[src/rtl/id_exe_stage_reg.sv]
// ID/EXE pipeline register of the 5-stage ARM core.
// Supports stall (hold), flush (bubble) and a per-slot valid bit that gates the control word.
module id_exe_stage_reg #(
  parameter int DATA_W    = 32,
  parameter int CMD_W     = 4,
  parameter int REG_IDX_W = 4
) (
  input  logic                 clk,
  input  logic                 rst,
  input  logic                 freeze,
  input  logic                 flush,
  input  logic                 valid_in,
  input  logic [CMD_W-1:0]     exe_cmd_in,
  input  logic                 mem_read_in,
  input  logic                 mem_write_in,
  input  logic                 wb_enable_in,
  input  logic                 branch_taken_in,
  input  logic                 status_write_enable_in,
  input  logic                 imm_in,
  input  logic [11:0]          shift_operand_in,
  input  logic [23:0]          signed_imm24_in,
  input  logic [REG_IDX_W-1:0] dest_in,
  input  logic [REG_IDX_W-1:0] src1_idx_in,
  input  logic [REG_IDX_W-1:0] src2_idx_in,
  input  logic [DATA_W-1:0]    val_rn_in,
  input  logic [DATA_W-1:0]    val_rm_in,
  input  logic [DATA_W-1:0]    pc_in,
  input  logic [3:0]           status_in,
  output logic                 valid_out,
  output logic [CMD_W-1:0]     exe_cmd_out,
  output logic                 mem_read_out,
  output logic                 mem_write_out,
  output logic                 wb_enable_out,
  output logic                 branch_taken_out,
  output logic                 status_write_enable_out,
  output logic                 imm_out,
  output logic [11:0]          shift_operand_out,
  output logic [23:0]          signed_imm24_out,
  output logic [REG_IDX_W-1:0] dest_out,
  output logic [REG_IDX_W-1:0] src1_idx_out,
  output logic [REG_IDX_W-1:0] src2_idx_out,
  output logic [DATA_W-1:0]    val_rn_out,
  output logic [DATA_W-1:0]    val_rm_out,
  output logic [DATA_W-1:0]    pc_out,
  output logic [3:0]           status_out
);

  localparam int CTRL_W = CMD_W + 5;
  localparam int DW     = 1 + 12 + 24 + 3 * REG_IDX_W + 3 * DATA_W + 4;

  logic [CTRL_W-1:0] ctrl_in_s;
  logic [DW-1:0]     data_in_s;

  logic              valid_d, valid_q;
  logic [CTRL_W-1:0] ctrl_d,  ctrl_q;
  logic [DW-1:0]     data_d,  data_q;

  assign ctrl_in_s = {exe_cmd_in, mem_read_in, mem_write_in, wb_enable_in,
                      branch_taken_in, status_write_enable_in};

  assign data_in_s = {imm_in, shift_operand_in, signed_imm24_in, dest_in,
                      src1_idx_in, src2_idx_in, val_rn_in, val_rm_in, pc_in,
                      status_in};

  // Next-slot selection: flush beats freeze beats load; control gated by valid_in
  always_comb begin
    valid_d = valid_q;
    ctrl_d  = ctrl_q;
    data_d  = data_q;
    if (flush) begin
      valid_d = 1'b0;
      ctrl_d  = {CTRL_W{1'b0}};
      data_d  = {DW{1'b0}};
    end else if (freeze) begin
      valid_d = valid_q;
      ctrl_d  = ctrl_q;
      data_d  = data_q;
    end else begin
      valid_d = valid_in;
      ctrl_d  = valid_in ? ctrl_in_s : {CTRL_W{1'b0}};
      data_d  = data_in_s;
    end
  end

  // Slot register with synchronous reset that overrides freeze and flush
  always_ff @(posedge clk) begin
    if (rst) begin
      valid_q <= 1'b0;
      ctrl_q  <= {CTRL_W{1'b0}};
      data_q  <= {DW{1'b0}};
    end else begin
      valid_q <= valid_d;
      ctrl_q  <= ctrl_d;
      data_q  <= data_d;
    end
  end

  assign valid_out = valid_q;

  assign {exe_cmd_out, mem_read_out, mem_write_out, wb_enable_out,
          branch_taken_out, status_write_enable_out} = ctrl_q;

  assign {imm_out, shift_operand_out, signed_imm24_out, dest_out,
          src1_idx_out, src2_idx_out, val_rn_out, val_rm_out, pc_out,
          status_out} = data_q;

endmodule

[config.mk]
export PLATFORM = sky130hd
export DESIGN_NAME = id_exe_stage_reg
export DESIGN_NICKNAME = d
export VERILOG_FILES = /design/src/rtl/id_exe_stage_reg.sv
export SDC_FILE = /design/constraint.sdc
export NUM_CORES = 1
export LEC_CHECK = 0
export CAP_MARGIN = 20
export CORE_ASPECT_RATIO = 0.6
export CORE_UTILIZATION = 38
export CTS_CLUSTER_SIZE = 10
export DETAILED_ROUTE_END_ITERATION = 10
export HOLD_SLACK_MARGIN = 0.1
export PLACE_DENSITY = 0.79
export SLEW_MARGIN = 0
export SYNTH_ARGS = -nofsm -noshare
export SYNTH_HDL_FRONTEND = slang
export SYNTH_SLANG_ARGS = --single-unit
[constraint.sdc]
create_clock -name clk -period 1.59 [get_ports clk]
set_clock_uncertainty 0.15 [all_clocks]
set_input_delay 0.318 -clock clk [delete_from_list [all_inputs] [get_ports clk]]
set_output_delay 0.318 -clock clk [all_outputs]
set_load 0.005 [all_outputs]
* Yosys cells after proc, flatten, opt, wreduce, memory -nomap -nowiden
Index checks and enable logic that the tools add are counted.
Storage, ports and cells: register bits after elaboration 159, output and inout port bits 159, word-level logic and storage cells 5
Operators by class: muxes and demuxes 1, reduce and logical (&&, ||, !) cells 1
Operator list (number):
- $mux 9 | 1
- $reduce_or 2->1 | 1

* Logic depth before layout (Yosys ltp)
word-level depth 1, gate-level depth with buffers 5

* Least setup slack after synthesis
No wires, ideal clock.
path kind input to register, start point input port freeze, end point register data_q[27], library setup time 0.128 ns, data arrival time 0.981 ns, slack 0.331 ns, stages 5, path through buf_2 > buf_6 > buf_6 > mux2i_1 > nor2_1
RTL lines:
- from (decl) | line 10 | input logic freeze,
- to (signal assigned) | line 90 | data_q <= {DW{1'b0}};
- to (signal assigned) | line 94 | data_q <= data_d;
- to (decl) | line 56 | logic [DW-1:0] data_d, data_q;

* Worst setup path after layout
start point register data_q[73], end point output port val_rn_out[5]
RTL lines:
- to (decl) | line 42 | output logic [DATA_W-1:0] val_rn_out,
No word-level cell between the ends.

==> results.yml <==
drt:
  first_pass_iters: 4
  wl_met1_um: 6780
  wl_per_cell_um: 15.5
  vias_per_cell: 4.53
  routed.top_layer: "met4"
  ant_nets: 0
  drtIter0Drc: 224
  wl_met2_um: 8160
  drt_wl_total_um: 16300
  vias: 4765
  wl_met3_um: 1220
  drc_errors: 0
critical_path:
  critPathKind: "reg -> out"
  r2r-end: "data_q[47]$_SDFFE_PP0N_"
  cpLargestDelayFamily: "flip-flops"
  crit_end: "val_rn_out[5]"
  crit_path_max_incr_delay_ns: 0.34
  start_kind: "register"
  path_cells: "dlygate4sd2_1"
  crit_cells: 1
  critPathCaptureType: "output port"
  reg2reg_slack_ns: 0.79
  arrival_ns: 1.01
  cp.buffers_inverters: 1
  reg2reg_depth: 2
  path_max_fanout: 2
  critical_path_required_ns: 1.12
  critPathLaunch: "data_q[73]$_SDFFE_PP0N_"
  r2r-start: "data_q[47]$_SDFFE_PP0N_"
  crit_slowest_cell: "dfxtp_1"
pwr:
  ir_drop_uv: 625
  combPwrFrac_pct: 12.1
  power_frac_seq_pct: 45.3
  power_density_mw_per_mm2: 973
  netSwitchingFraction_pct: 23.8
  clockPowerShare_pct: 42.6
  switchingPower_uw: 2200
  p_leak_uw: 0.00468
  internal-power_uw: 7030
placed_design:
  place_ws_ns: -0.0383
  routabilityCongestion: 0.822
  io_buffers: 321
  hpwlAfterDp_um: 12400
grt:
  grt_max_degree: 52
  grt_pass1_wl_um: 26100
  overflow: 0
  grt_pass1_vias: 5127
  antenna_found_initial: 0
  grt_usage_pct: 20.9
cells_and_area:
  fill_cells: 1211
  regArea_mm2: 0.00321
  final_core_util_pct: 64.8
  multi_input_area_mm2: 0.00222
  nNetsFinal: 1004
  drive_gt1_share_pct: 8.55
  antenna_cells: 0
  area_delta_synth_final_pct: 64.9
hold_path:
  hold_start: "freeze"
  hp-class: "in -> reg"
floorplanning:
  ioPinCount: 322
  design.core.area_mm2: 0.0146
  die_x_um: 161
  die-area_mm2: 0.0156
  die_h_um: 97.3
  rows: 34
  initial_utilization_pct: 39.3
clocking:
  cts_max_level: 4
  cts_tree: "built"
  cts_sinks: 159
  cts-buffers-inserted: 17
  holdBufCountCts: 0
  clockBufferDepth: 2
  clockRootBuffer: "clkbuf_16"
  clk_pin_slew_ns: 0.07
  insertion_delay_ns: 0.40
timing:
  max_freq_ghz: 0.678
  worst_pin_slew_ns: 0.353
  finalCriticalPeriod_ns: 1.48
  hold_viol: 0
  slew_violations: 0
  relSlewSlack_pct: 76.4
  period_share_pct: 92.8
  setup_viol: 0
  rsz0062_at_grt: "no"
  fin_ws_ns: 0.115
synth:
  avgSynthCellArea_um2: 10.9
  ys_types: 12
  netlist_area_mm2: 0.00575
  synth_seq_cells: 159
  synth-seq-area-share_pct: 55.4
  synth_nets: 688
  yosysWarnings: 0
  synthCells: 525
run_status:
  status: "completed"
job:
  cap_violations: 0
## per-stage QoR
step,cells,instance area [µm²],TNS (ns),hold slack [ns],power [µW]
6_report,1052,9480,0,0.245,9220
5_1_grt,1052,9480,0,0.252,9600
4_1_cts,1052,9480,0,0.231,9340
3_5_place_dp,1020,9070,-0.197,0.306,5480
3_3_place_gp,1020,9070,0,0.290,5440
2_1_floorplan,525,5750,0,0.296,4750
## what timing repair did
action	4_1_cts	5_1_grt
gates resized for setup	184	0
setup endpoints to repair	159	0
endpoints found under the hold margin	0	0
setup buffers	0	0
## synthesized netlist by cell type (all sizes together)
| master | number | share of area [%] |
|---|---|---|
| a21oi | 9 | 0.78 |
| buf | 34 | 5.8 |
| clkbuf | 4 | 0.26 |
| dfxtp | 159 | 55 |
| mux2i | 150 | 26 |
| nand2 | 9 | 0.59 |
| nand3b | 9 | 1.2 |
| nor2 | 150 | 9.8 |
| or2 | 1 | 0.11 |
## how the worst min path moves through the flow
stage	to	slack (ns)	cells past startpoint
after floorplan	ctrl_q[6]$_SDFFE_PP0N_	0.30	2
after global placement	ctrl_q[6]$_SDFFE_PP0N_	0.29	2
after detailed placement	ctrl_q[5]$_SDFFE_PP0N_	0.31	2
after CTS	data_q[27]$_SDFFE_PP0N_	0.23	3
after global routing	data_q[121]$_SDFFE_PP0N_	0.25	3
final	data_q[27]$_SDFFE_PP0N_	0.25	3
## power groups by stage
stage,clock network (µW),logic (µW),registers [µW]
finish,3930,1120,4180
global placement,0,1180,4260
global route,4210,1200,4190
floorplan,0,473,4270
detailed placement,0,1210,4270
CTS,4030,1130,4180
## metal layers
| metal | GRT usage, % | up-vias |
|---|---|---|
| met5 | 0 | - |
| met1 | 23.9 | 2222 |
| met3 | 7.13 | 15 |
| met2 | 37.3 | 167 |
| li1 | - | 2361 |
| met4 | 5.15 | 0 |
## cells by family (layout without fill, tap and decap cells)
kind of cell,Yosys count,in the layout,share of synthesized area [%]
AND/OR/NAND/NOR,169,169,11.7
buffers and inverters,38,367,6.05
multiplexers,150,150,26.1
flip-flops,159,159,55.4
AO/OA/AOI/OAI,9,9,0.784
## registers in the layout, summed over array words and instances, names as in the netlist
name,count
valid_out,1
ctrl_q,9
data_q,149
## layout make-up
| class | count | share of cell area [%] |
|---|---|---|
| clock inverters | 15 | 1.54 |
| well taps | 198 | 2.61 |
| repair buffers | 335 | 34.0 |
| flip-flops and latches | 159 | 33.9 |
| multi-input cells | 328 | 23.4 |
| clock buffers | 17 | 4.49 |
## layout by cell type (no fill, tap or decap), types with 2 or more instances in the layout
cell type and n:
clkdlybuf4s50_1 161, dlygate4sd2_1 159, mux2i_1 150, nor2_1 150, dfxtp_1 134, dfxtp_2 25, clkbuf_16 17, nand2_1 9
nand3b_1 9, a21oi_1 9, buf_12 8, inv_6 6, buf_4 6, clkinvlp_4 3, clkinv_2 2, inv_8 2
Power figures use the tool's default switching activity.
